==> src/rtl/ecc_pkg.sv <==
// ecc_pkg: shared types and constants for the Ed25519 scalar-multiplication sequencer.
package ecc_pkg;
  localparam int SCALAR_W = 255;
  localparam int FE_W = 255;
  localparam logic OP_DBL = 1'b0;
  localparam logic OP_ADD = 1'b1;
  localparam logic [FE_W-1:0] NEUTRAL_X = '0;
  localparam logic [FE_W-1:0] NEUTRAL_Y = FE_W'(1);
  localparam logic [FE_W-1:0] NEUTRAL_Z = FE_W'(1);
  localparam logic [FE_W-1:0] NEUTRAL_T = '0;
  typedef enum logic [2:0] {
    IDLE, CLR, DBL_ISSUE, DBL_WAIT, ADD_ISSUE, ADD_WAIT, DONE
  } pmul_state_t;
endpackage

==> src/rtl/pmul_sched.sv <==
// pmul_sched: constant-time MSB-first double-and-add sequencer driving the point unit and accumulator enables.
module pmul_sched
  import ecc_pkg::*;
#(
  parameter int NBITS = SCALAR_W,
  parameter int CNT_W = $clog2(NBITS)
) (
  input  logic             clk,
  input  logic             rst,
  input  logic             start,
  input  logic [NBITS-1:0] k,
  output logic             pu_start,
  output logic             pu_op,
  input  logic             pu_done,
  output logic             acc_clr,
  output logic             acc_we,
  output logic             busy,
  output logic             done,
  output logic [CNT_W-1:0] bit_idx
);
  pmul_state_t state_q, state_d;
  logic [NBITS-1:0] ks_q, ks_d;
  logic [CNT_W-1:0] bit_idx_q, bit_idx_d;
  logic pu_start_q, pu_start_d, pu_op_q, pu_op_d, acc_clr_q, acc_clr_d;
  logic busy_q, busy_d, done_q, done_d;
  logic accept, last, step;
  always_comb begin
    accept = state_q == IDLE && start;
    last = bit_idx_q == '0;
    step = state_q == ADD_WAIT && pu_done && !last;
    case (state_q)
      IDLE:      state_d = start ? CLR : IDLE;
      CLR:       state_d = DBL_ISSUE;
      DBL_ISSUE: state_d = DBL_WAIT;
      DBL_WAIT:  state_d = pu_done ? ADD_ISSUE : DBL_WAIT;
      ADD_ISSUE: state_d = ADD_WAIT;
      ADD_WAIT:  state_d = !pu_done ? ADD_WAIT : last ? DONE : DBL_ISSUE;
      default:   state_d = IDLE;
    endcase
    ks_d = accept ? k : step ? ks_q << 1 : ks_q;
    bit_idx_d = accept ? CNT_W'(NBITS - 1) : step ? bit_idx_q - 1'b1 : bit_idx_q;
    // Outputs are registered from the next state so they line up with the state they describe.
    pu_start_d = state_d == DBL_ISSUE || state_d == ADD_ISSUE;
    pu_op_d = state_d == DBL_ISSUE ? OP_DBL : state_d == ADD_ISSUE ? OP_ADD : pu_op_q;
    acc_clr_d = state_d == CLR;
    busy_d = state_d != IDLE;
    done_d = state_d == DONE;
    // The add always runs; a 0 scalar bit only suppresses its write.
    acc_we = pu_done && (state_q == DBL_WAIT || (state_q == ADD_WAIT && ks_q[NBITS-1]));
  end
  always_ff @(posedge clk or negedge rst) begin
    if (!rst) begin
      state_q <= IDLE;
      ks_q <= '0;
      bit_idx_q <= '0;
      pu_start_q <= 1'b0;
      pu_op_q <= 1'b0;
      acc_clr_q <= 1'b0;
      busy_q <= 1'b0;
      done_q <= 1'b0;
    end else begin
      state_q <= state_d;
      ks_q <= ks_d;
      bit_idx_q <= bit_idx_d;
      pu_start_q <= pu_start_d;
      pu_op_q <= pu_op_d;
      acc_clr_q <= acc_clr_d;
      busy_q <= busy_d;
      done_q <= done_d;
    end
  end
  assign pu_start = pu_start_q;
  assign pu_op = pu_op_q;
  assign acc_clr = acc_clr_q;
  assign busy = busy_q;
  assign done = done_q;
  assign bit_idx = bit_idx_q;
endmodule
==> config.mk <==
export PLATFORM = sky130hd
export DESIGN_NAME = pmul_sched
export DESIGN_NICKNAME = d
export VERILOG_FILES = /design/src/rtl/ecc_pkg.sv /design/src/rtl/pmul_sched.sv
export SDC_FILE = /design/constraint.sdc
export NUM_CORES = 1
export LEC_CHECK = 0
export CAP_MARGIN = 0
export CORE_MARGIN = 1
export CORE_UTILIZATION = 51
export DETAILED_ROUTE_END_ITERATION = 10
export GPL_ROUTABILITY_DRIVEN = 0
export HOLD_SLACK_MARGIN = 0.1
export PLACE_DENSITY = 0.9
export SYNTH_ARGS = -nofsm -noshare
export SYNTH_HDL_FRONTEND = slang
export SYNTH_SLANG_ARGS = --single-unit
==> constraint.sdc <==
create_clock -name clk -period 2.25 [get_ports clk]
set_input_delay 0.675 -clock clk [delete_from_list [all_inputs] [get_ports clk]]
set_output_delay 0.675 -clock clk [all_outputs]
set_load 0.05 [all_outputs]
Word-level counts from Yosys, hierarchy flattened
Index checks and enable logic that the tools add are counted.
Storage, ports and cells
  logic and storage cells: 42
  bits of input ports: 259
  output and inout bits: 14
  bits in registers: 271
Cells by class
  mux-type cells: 11
  eq/ne operators: 9
  reductions and logical operators: 13
  $add $sub $neg: 1
Operator list (number)
  2-to-1 mux 255 bit: 2
  case mux 3 bit (6 select lines): 1
  2-to-1 mux 8 bit: 2
  == test 3 bit (second input constant): 4
  == test 3 x 2 -> 1 bit (second input constant): 3
  2-to-1 mux 3 bit: 3
  logical NOT 8 bit: 1
  subtractor 8 x 1 -> 8 bit (second input constant): 1
  == test 3 x 1 -> 1 bit (second input constant): 2
  logical AND 1 bit: 5
  nonzero test 2 bit: 2
  logical NOT 3 bit: 1
  2-to-1 mux 1 bit: 3
  nonzero test 3 bit: 1
  logical OR 1 bit: 2
  logical NOT 1 bit: 1

Depth between registers and ports, before layout
Gate-level depths: netlist (run 1).
  depth in word-level cells: 7
  mapped depth: 8
  depth with buffers taken out: 6

Worst setup path before layout (run 1)
Ideal clock, no wire load.
  path kind: register to register
  start point: register bit_idx_q[0], in the netlist bit_idx[0]
  end point: register ks_q[1]
  data required time: 2.124 ns
  data arrival time: 2.130 ns
  setup slack: -0.006 ns
  period minus slack after synthesis: 2.256 ns
  buffers on the path: 2
  library setup time: 0.126 ns
  cell stages (with the launch flop): 9
  cells stage by stage: dfrtp_1 > inv_1 > ha_1 > nor3b_2 > a21o_4 > buf_2 > buf_2 > and3_1 > a221o_1
Between the ends
  cells in the longest elaborated chain, start to end: 4
RTL lines
  from (decl): line pmul_sched.sv:23  | logic [CNT_W-1:0] bit_idx_q, bit_idx_d;
  from (signal assigned): line pmul_sched.sv:64  | bit_idx_q <= bit_idx_d;
  logical NOT 8 bit: line pmul_sched.sv:29  | last = bit_idx_q == '0;
  logical NOT 1 bit: line pmul_sched.sv:30  | step = state_q == ADD_WAIT && pu_done && !last;
  logical AND 1 bit: line pmul_sched.sv:30
  nonzero test 2 bit (no line)
  to (signal assigned): line pmul_sched.sv:63  | ks_q <= ks_d;
  to (decl): line pmul_sched.sv:22  | logic [NBITS-1:0] ks_q, ks_d;
No other way between the ends.
A chain may end at the register's enable or synchronous reset.

Final worst setup path (run 1)
  start point: register state_q[1]
  end point: output port acc_we
Between the ends
  cells in the longest elaborated chain, start to end: 4
  elaborated cells between the ends (all ways): 5
  classes of those cells: eq/ne (2); reduce/logical (3)
RTL lines
  from (decl): line pmul_sched.sv:21  | pmul_state_t state_q, state_d;
  from (signal assigned): line pmul_sched.sv:62  | state_q <= state_d;
  == test 3 bit: line pmul_sched.sv:49  | acc_we = pu_done && (state_q == DBL_WAIT || (state_q == ADD_WAIT && ks_q[NBITS-1]));
  logical AND 1 bit: line pmul_sched.sv:49
  logical OR 1 bit (*): line pmul_sched.sv:49
  logical AND 1 bit (*): line pmul_sched.sv:49
  to (decl): line pmul_sched.sv:16  | output logic acc_we,
Every way passes the cells marked *; elsewhere a longest branch is shown, timed or not.

==> results of run 1 <==
## power breakdown
group	internal (mW)	switching (mW)
combinational	4.07	3.02
clock	2.78	1.92
sequential	7.16	1.35
## synth_stat cells, drive strengths merged
master,count,share of area
nand3,4,0.0017
o211a,1,0.00083
o21a,1,0.00062
a21oi,8,0.0042
nor2b,1,0.00052
nand4,1,0.00052
o211ai,1,0.00062
o21ai,1,0.00041
a21boi,1,0.00062
or3,2,0.0010
nand2,11,0.0034
dfrtp,271,0.56
a211oi,2,0.0012
nand2b,3,0.0022
xnor2,3,0.0022
nor2,8,0.0025
nand3b,1,0.00062
and4,1,0.00072
ha,2,0.0021
inv,5,0.0015
nor4,2,0.0023
clkbuf,24,0.0076
nor3,1,0.00041
nand4b,1,0.0012
nor3b,1,0.0010
a31oi,2,0.0010
and3,253,0.13
a221o,253,0.21
a21o,4,0.0031
buf,92,0.054
o32a,1,0.00083
mux2i,1,0.00083
a2111oi,1,0.00072
or2,1,0.00052
## cell type report
type | count | area, um2 | share of cell area
Clock inverter | 5 | 53.80 | 0.003315
Timing Repair Buffer | 339 | 3488 | 0.2149
Sequential cell | 271 | 6785 | 0.4181
Clock buffer | 48 | 887.1 | 0.05466
Multi-Input combinational cell | 573 | 4589 | 0.2828
Tap cell | 319 | 399.1 | 0.02459
Inverter | 5 | 26.28 | 0.001619
## flip-flops by register name (all words and copies together) (netlist names)
name      flops
ks_q        255
busy          1
state_q       3
acc_clr       1
done          1
bit_idx       8
pu_op         1
pu_start      1
## through the flow
| step | util | cells | TNS [ns] |
|---|---|---|---|
| after detailed placement | 0.6521 | 1504 | -71.28 |
| after global routing | 0.6935 | 1560 | -0.009853 |
| after floorplan | - | 965 | 0 |
| final | 0.6935 | 1560 | 0 |
| after global placement | 0.6521 | 1504 | -68.44 |
| after CTS | 0.6927 | 1558 | -0.05329 |
## repair_timing
item | CTS | global route
hold endpoints to repair | 0 | 0
buffers inserted | 1 | 3
endpoints found under the setup margin | 6 | 6
pin swaps | 1 | 1
gates resized for setup | 9 | 2
## kinds of logic (layout without fill, tap and decap cells)
kind of cell    after synthesis  after routing
simple gates                291            291
buf+inv                     121            397
compound gates              276            276
fa+ha+maj                     2              2
xor+xnor                      3              3
flops                       271            271
mux                           1              1
## final timing paths
kind                             from         to  slack (ns)  cells past startpoint
max reg2reg                state_q[1]   ks_q[57]        0.18                      5
min                               rst   ks_q[82]        0.12                      1
min in group clk                pu_op      pu_op        0.49                      1
max in group asynchronous         rst  ks_q[209]        1.46                      2
min reg2reg                     pu_op      pu_op        0.49                      1
max                        state_q[1]     acc_we        0.04                      3
## per-layer routing
layer / global-route usage / vias up / routed length [um]
met1: 0.3678 / 4921 / 13930
met5: 0 / - / 0
met4: 0.1116 / 0 / 1238
met3: 0.04583 / 87 / 2313
li1: - / 4401 / -
met2: 0.4254 / 490 / 15970
==> impl_metrics.tcl, run 1 <==
set metrics [dict create \
    grt_antenna_before_repair 0 \
    grt.total_usage 0.2689 \
    synth-adder-area-share 0.002065 \
    cts.sinks 271 \
    syn_inst 965 \
    via_per_inst 6.346 \
    drt-wirelength-per-cell_um 21.44 \
    vdd_drop_max_v 0.0006684 \
    drv_slew 0 \
    timing.final.ws_setup_ns 0.04111 \
    synth_xor_area_frac 0.002168 \
    core_um2 23400 \
    cellPowerDensity_nw_per_um2 1251 \
    path_buf_inv 1 \
    fin_crit_sh 0.9817 \
    post-route-drc-count 0 \
    cts_tree "done" \
    die_h_um 156.1 \
    most-common-layout-cells "dfrtp_1, clkdlybuf4s50_1, and3_1, a221o_1, buf_4" \
    die_width_um 156.1 \
    drive_gt1_frac 0.1072 \
    drv_cap 0 \
    yosysWarnings 0 \
    yosysUniqueCellTypes 43 \
    synth-compound-area-share 0.2232 \
    crit_type "reg -> out" \
    row_count 56 \
    seq_area_frac_synth 0.5596 \
    cts_buffers 29 \
    leakage_nw 7.655 \
    power_mw 20.30 \
    rsz0062_at_grt "true" \
    path_delay_family "flip-flops" \
    fin_skew_ns 0.01223 \
    hold_buffers 0 \
    synthSimpleGateAreaFrac 0.1492 \
    crit_chain "nand3b_1 > a21oi_2 > buf_12" \
    cp.arrival_ns 1.53 \
    grt_pass1_vias 9900 \
    end_kind "output port" \
    slew-limit-headroom 0.5767 \
    dr.pass1.iters 5 \
    ant_nets 0 \
    start_kind "register" \
    synth_seq_cells 271 \
    root_buffer "clkbuf_16" \
    final_common_cell "dfrtp_1" \
    synthMuxAreaShare 0.0008260 \
    syn_area_um2 12120 \
    run_status "complete, no violations" \
    hold_viol_final 0 \
    cts_max_level 1 \
    dieArea_um2 24380 \
    io_pins 273 \
    fin_crit_ns 2.209 \
    nets 1480 \
    avgSynthCellArea_um2 12.56 \
    syn-num-nets 1226 \
    fill_cells 1551 \
    grt_overflow 0 \
    crit_fanout 9 \
    dpl_cell_area_um2 15260 \
    cp_slowest_stage_delay_ns 0.46 \
    initial_core_util 0.5178 \
    setup_viol 0 \
    clockBufferDepth 3 \
    antenna_cells 0 \
    worst_pin_slew_ns 0.6349 \
    whs_ns 0.1151 \
    drt_iter0_drc 977 \
    slowest_stage "dfrtp_2" \
    dp.final_hpwl_um 21380 \
    hold_class "in -> async" \
    fmax_mhz 452.7 \
    dp_slack_ns -0.3382 \
    area_growth_pct 33.93 \
    grt_pass1_wl_um 52270 \
    finalInstanceArea_um2 16230 \
    routed-via-count 9899 \
    drt_wl_total_um 33450 \
    portBuffers 272 \
    clk_latency_ns 0.55 \
    clkTransAtPathRegs_ns 0.06 \
    synth_top_family_by_area "compound AO/OA/AOI/OAI gates" \
    grt_max_degree 116 \
    worst_ep_required_time_ns 1.57 \
]
Note: power is estimated with default switching activity, not from simulation.
==> run 2: changes to the inputs <==
REMOVE_ABC_BUFFERS = 1   (was not set)
==> run 2 against run 1 <==
Clock power rose by 12%; power rose by 2.5%; sequential power barely moved; setup slack barely moved; final area rose by 0.79%; sequential share of layout area fell by 0.33 points; combinational power barely moved; clock-buffer cell count fell by 8; first-iteration DRC count fell by 3.5%.
==> impl_metrics.tcl, run 2 (synthesis results as in run 1) <==
set metrics [dict create \
    largest_register "ks_q" \
    routed-via-count 9825 \
    slew-limit-headroom 0.6124 \
    comb_power_share 0.339 \
    regArea_um2 6785 \
    r2r_end "ks_q[166]" \
    reg2reg_slack_ns 0.11 \
    crit_start "state_q[2]" \
    cts_buffers 29 \
    cts_tree "done" \
    die_width_um 156.1 \
    area_growth_pct 34.98 \
    dieArea_um2 24380 \
    die_h_um 156.1 \
    crit_chain "nand2b_1 > a21oi_2 > buf_4 > buf_12" \
    dp.final_hpwl_um 20730 \
    cts.sinks 271 \
    hold_depth 1 \
    io_pins 273 \
    most-common-layout-cells "dfrtp_1, clkdlybuf4s50_1, and3_1, a221o_1, buf_4" \
    drive_gt1_frac 0.1070 \
    reg2regPathDepth 7 \
    vdd_drop_max_v 0.0007028 \
    post-route-util 0.6989 \
    final_common_cell "dfrtp_1" \
    timing.final.ws_setup_ns 0.04074 \
    drt_wl_total_um 33370 \
    hold_viol_final 0 \
    crit_cells 4 \
    worst_ep_required_time_ns 1.57 \
    run_status "complete, no violations" \
    p_clk_frac 0.253 \
    grt_antenna_before_repair 1 \
    row_count 56 \
    dr.pass1.iters 5 \
    drv_slew 0 \
    dp_slack_ns -0.3616 \
    portBuffers 272 \
    multi_input_area_um2 4583 \
    fin_skew_ns 0.007877 \
    start_kind "register" \
    intPower_mw 14.53 \
    clockBufferDepth 3 \
    leakage_nw 7.687 \
    cp.arrival_ns 1.53 \
    crit_fanout 4 \
    fmax_mhz 452.6 \
    hold_class "reg -> reg" \
    cellPowerDensity_nw_per_um2 1272 \
    grt.total_usage 0.2703 \
    swShare 0.3021 \
    initial_core_util 0.5178 \
    drv_cap 0 \
    slowest_stage "dfrtp_2" \
    end_kind "output port" \
    drt_iter0_drc 943 \
    clk_latency_ns 0.53 \
    path_delay_family "flip-flops" \
    root_buffer "clkbuf_16" \
    reg2reg_from "bit_idx[0]" \
    min-delay-start "ks_q[36]" \
    worst_pin_slew_ns 0.5770 \
    rsz0062_at_grt "true" \
    cp_slowest_stage_delay_ns 0.42 \
    fin_crit_ns 2.209 \
    ant_nets 0 \
    grt_pass1_wl_um 52720 \
    fin_crit_sh 0.9819 \
    clkTransAtPathRegs_ns 0.06 \
    min_to "ks_q[37]" \
    grt_max_degree 117 \
    grt_pass1_vias 9865 \
    net-switching-power_mw 6.288 \
    setup_viol 0 \
    grt_overflow 0 \
    cts_max_level 1 \
    core_um2 23400 \
    path_buf_inv 2 \
    crit_type "reg -> out" \
    seqPwrFrac 0.408 \
    largest_reg_flops 255 \
    drt-wirelength-per-cell_um 21.47 \
    via_per_inst 6.322 \
    nets 1474 \
    fill_cells 1637 \
    post-route-drc-count 0 \
]
[run 2: cell types whose count changed in the layout (fill, tap and decap cells not counted), sizes merged]
cell | previous run | this run
dlygate4sd3 | 0 | 1
bufinv | 1 | 6
dlygate4sd2 | 6 | 5
clkinv | 3 | 5
clkbuf | 48 | 40
diode | 0 | 1
clkdlybuf4s15 | 0 | 1
buf | 77 | 70
[run 2: cell type report]
class	instances	share of cell area
flip-flops and latches	271	0.4148
repair buffers	333	0.2138
well taps	319	0.02440
inverters	5	0.001606
diodes	1	0.0001530
clock inverters	12	0.01323
clock buffers	40	0.05179
multi-input cells	573	0.2802
[run 2: worst max-delay path by stage]
stage,end,slack (ns)
after floorplan,ks_q[100],-4.83
after global placement,bit_idx[7],-0.32
after detailed placement,ks_q[166],-0.36
after CTS,acc_we,0.02
after global routing,acc_we,-0.02
final,acc_we,0.04
[run 2: worst reg2reg max path, delay by kind of cell (launching register included)]
kind	cells	cell delay (ns)
AOI/OAI and AO/OA	2	0.47
buffers and inverters	2	0.35
and+or+nand+nor	2	0.70
adders and majority gates	1	0.14
DFF	1	0.42
[run 2: power groups by stage]
stage,sequential [mW],combinational (mW),clock [mW]
6_report,8.50,7.06,5.26
3_5_place_dp,8.45,6.86,0
4_1_cts,8.47,7.04,5.34
5_1_grt,8.73,7.72,5.52
3_3_place_gp,8.43,6.51,0
2_1_floorplan,8.19,4.72,0
[run 2: stage by stage]
step | cell area (um2) | total power, mW | TNS (ns) | hold WS, ns | std cells
final | 16360 | 20.81 | 0 | 0.4962 | 1554
after detailed placement | 15230 | 15.31 | -73.53 | 0.4841 | 1494
after global placement | 15230 | 14.94 | -68.20 | 0.4750 | 1494
after floorplan | 11370 | 12.92 | -1262.07 | 0.3794 | 849
after global routing | 16350 | 21.98 | -0.02406 | 0.5207 | 1553
after CTS | 16340 | 20.85 | 0 | 0.4975 | 1551
[run 2: routing by layer]
| layer | up-vias | GRT usage | routed length, um |
|---|---|---|---|
| met1 | 4925 | 0.3651 | 13860 |
| met3 | 71 | 0.06917 | 2910 |
| li1 | 4389 | - | - |
| met2 | 440 | 0.4326 | 15740 |
| met4 | 0 | 0.07376 | 865 |
| met5 | - | 0 | 0 |
[run 2: timing repair]
item	in CTS	in global routing
setup endpoints to repair	6	2
hold endpoints to repair	43	0
hold buffers	1	0
pin swaps	1	1
buffers inserted	4	2
resized for setup	10	1
==> run 3: changes to the inputs <==
ABC_AREA = 1   (was not set)
CORE_UTILIZATION = 53   (was 51)
==> run 3 against run 2 <==
Register-to-register slack improved by 0.05 ns; die area rose by 12%; synthesized area rose by 17%; utilization rose by 1.0 points; sequential power fell by 2.6%; critical endpoint unchanged; largest power group is now combinational logic; highest routed layer unchanged.
==> impl_metrics.tcl, run 3 <==
set metrics [dict create \
    run_status "complete, no violations" \
    synth_seq_cells 271 \
    synth.top_cell.area_share 0.4803 \
    path_delay_family "flip-flops" \
    syn_area_um2 14120 \
    power_mw 23.16 \
    ys.flop_type "dfrtp_1" \
    leakage_nw 10.23 \
    yosys-top-cells-area "dfrtp_1, nand2_1, nand3_1" \
    synthTopCellsByCount "nand2_1, nand3_1, dfrtp_1" \
    yosysUniqueCellTypes 23 \
    routed-via-count 13850 \
    fin_crit_ns 2.242 \
    initial_core_util 0.5418 \
    drt-wirelength-per-cell_um 14.26 \
    reg2regPathDepth 9 \
    cts.sinks 271 \
    grt_pass1_vias 12890 \
    grt_pass1_wl_um 60820 \
    synth_area_leader_cell "dfrtp_1" \
    avgSynthCellArea_um2 6.917 \
    clkTransAtPathRegs_ns 0.06 \
    ant_nets 0 \
    worst_ep_required_time_ns 1.57 \
    clk_latency_ns 0.54 \
    layout.cells.non_filler 2634 \
    end_kind "output port" \
    worst_pin_slew_ns 0.4942 \
    dieArea_um2 27300 \
    cp.arrival_ns 1.57 \
    cts_tree "done" \
    drv_slew 0 \
    dpl.cell_count 2580 \
    tns_ns 0 \
    slew-limit-headroom 0.6719 \
    fill_cells 1944 \
    post-route-drc-count 0 \
    antenna_cells 0 \
    fin_crit_sh 0.9963 \
    finalInstanceArea_um2 18480 \
    crit_chain "inv_4 > nor3_4 > nand2_1 > nand2_2 > buf_12" \
    crit_start "state_q[2]" \
    multi_input_area_um2 6500 \
    die_width_um 165.2 \
    endpoint "acc_we" \
    grt_overflow 0 \
    cts_max_level 1 \
    core_um2 26060 \
    synth.most_common_cell "nand2_1" \
    setup_viol 0 \
    cellPowerDensity_nw_per_um2 1253 \
    fmax_mhz 446.1 \
    drt_wl_total_um 37570 \
    largest_register "ks_q" \
    largest_reg_flops 255 \
    dr.pass1.iters 9 \
    io_pins 273 \
    clockBufferDepth 3 \
    crit_cells 5 \
    nets 2542 \
    vdd_drop_max_v 0.0009958 \
    ys_async_sr_fraction 1.000 \
    drive_gt1_frac 0.06220 \
    grt_max_degree 60 \
    die_h_um 165.2 \
    hold_viol_final 0 \
    crit_type "reg -> out" \
    synth-edff-count 0 \
    portBuffers 272 \
    dpl_cell_area_um2 17480 \
    grt.total_usage 0.2743 \
    reg2reg_slack_ns 0.16 \
    cts_buffers 29 \
    cp_slowest_stage_delay_ns 0.41 \
    syn_inst 2041 \
    start_kind "register" \
    fin_skew_ns 0.01334 \
    most-common-layout-cells "nand2_1, nand3_1, dfrtp_1" \
    dp.final_hpwl_um 24850 \
    path_buf_inv 2 \
    area_growth_pct 30.92 \
    reg2reg_from "bit_idx[0]" \
    root_buffer "clkbuf_16" \
    grt_antenna_before_repair 0 \
    r2r_end "ks_q[42]" \
    via_per_inst 5.259 \
    yosysWarnings 0 \
    seq_area_frac_synth 0.4803 \
    drt_iter0_drc 1196 \
    whs_ns 0.5064 \
    hold_class "reg -> reg" \
    drv_cap 0 \
    final_common_cell "nand2_1" \
    crit_fanout 6 \
    row_count 59 \
    slowest_stage "dfrtp_1" \
    regArea_um2 6783 \
    rsz0062_at_grt "true" \
]
run 3: cell count changes after synthesis, sizes merged, moves of 3 or more:
cell and delta:
a21o -4, a21oi -8, a221o -253, and3 -253, buf +30, clkbuf -3
inv +14, nand2 +1296, nand2b -3, nand3 +274, o21ai +3
run 3: where the power goes:
group          internal, mW  switching, mW  total (mW)
clock                  2.88           1.95        4.83
sequential             7.03           1.26        8.28
combinational          4.00           6.05        10.0
total                  13.9           9.25        23.2
run 3: logic make-up after synthesis:
group | Yosys count | synth area share
xor gates and xnor gates | 1 | 0.0006205
adders and majority gates | 2 | 0.001772
and+or+nand+nor | 1600 | 0.4524
AOI/OAI and AO/OA | 5 | 0.001950
buffers and inverters | 162 | 0.06292
DFF | 271 | 0.4803
run 3: worst min-delay path by stage:
stage	start	cells after the start	slack, ns	to
floorplan	rst	0	0.38	acc_clr
global placement	ks_q[0]	2	0.48	ks_q[0]
detailed placement	ks_q[138]	2	0.49	ks_q[138]
CTS	ks_q[109]	2	0.51	ks_q[109]
global route	ks_q[30]	2	0.53	ks_q[30]
finish	ks_q[62]	2	0.51	ks_q[62]
run 3: tightest hold or removal path: stages, from the launching register on:
cell and delay [ns]:
dfrtp_1 0.34, nand3_1 0.07, nand2_1 0.06
run 3: repair_timing:
action	CTS	global route
cloned	0	0
endpoints found under the setup margin	10	4
hold buffers	1	0
endpoints found under the hold margin	42	0
pin swaps	2	2
buffers inserted	3	1
resized for setup	12	6
run 3: cell type report:
cell class	instances	area share
clock buffers	39	0.04454
flip-flops and latches	271	0.3670
repair buffers	352	0.2028
clock inverters	10	0.006972
inverters	19	0.004400
well taps	335	0.02268
multi-input cells	1608	0.3517
run 3: per-stage QoR:
step             util  worst slack, ns
6_report       0.7093         0.008334
2_1_floorplan       -           -9.018
5_1_grt        0.7093         -0.04626
3_5_place_dp   0.6708          -0.1643
4_1_cts        0.7083         0.006666
3_3_place_gp   0.6708          -0.1427
run 3: per-layer routing:
| layer | up-vias | global-route usage | routed length (um) |
|---|---|---|---|
| li1 | 6788 | - | - |
| met1 | 6360 | 0.3602 | 15090 |
| met2 | 606 | 0.4688 | 18450 |
| met3 | 98 | 0.04321 | 3084 |
| met4 | 0 | 0.07673 | 945 |
| met5 | - | 0 | 0 |
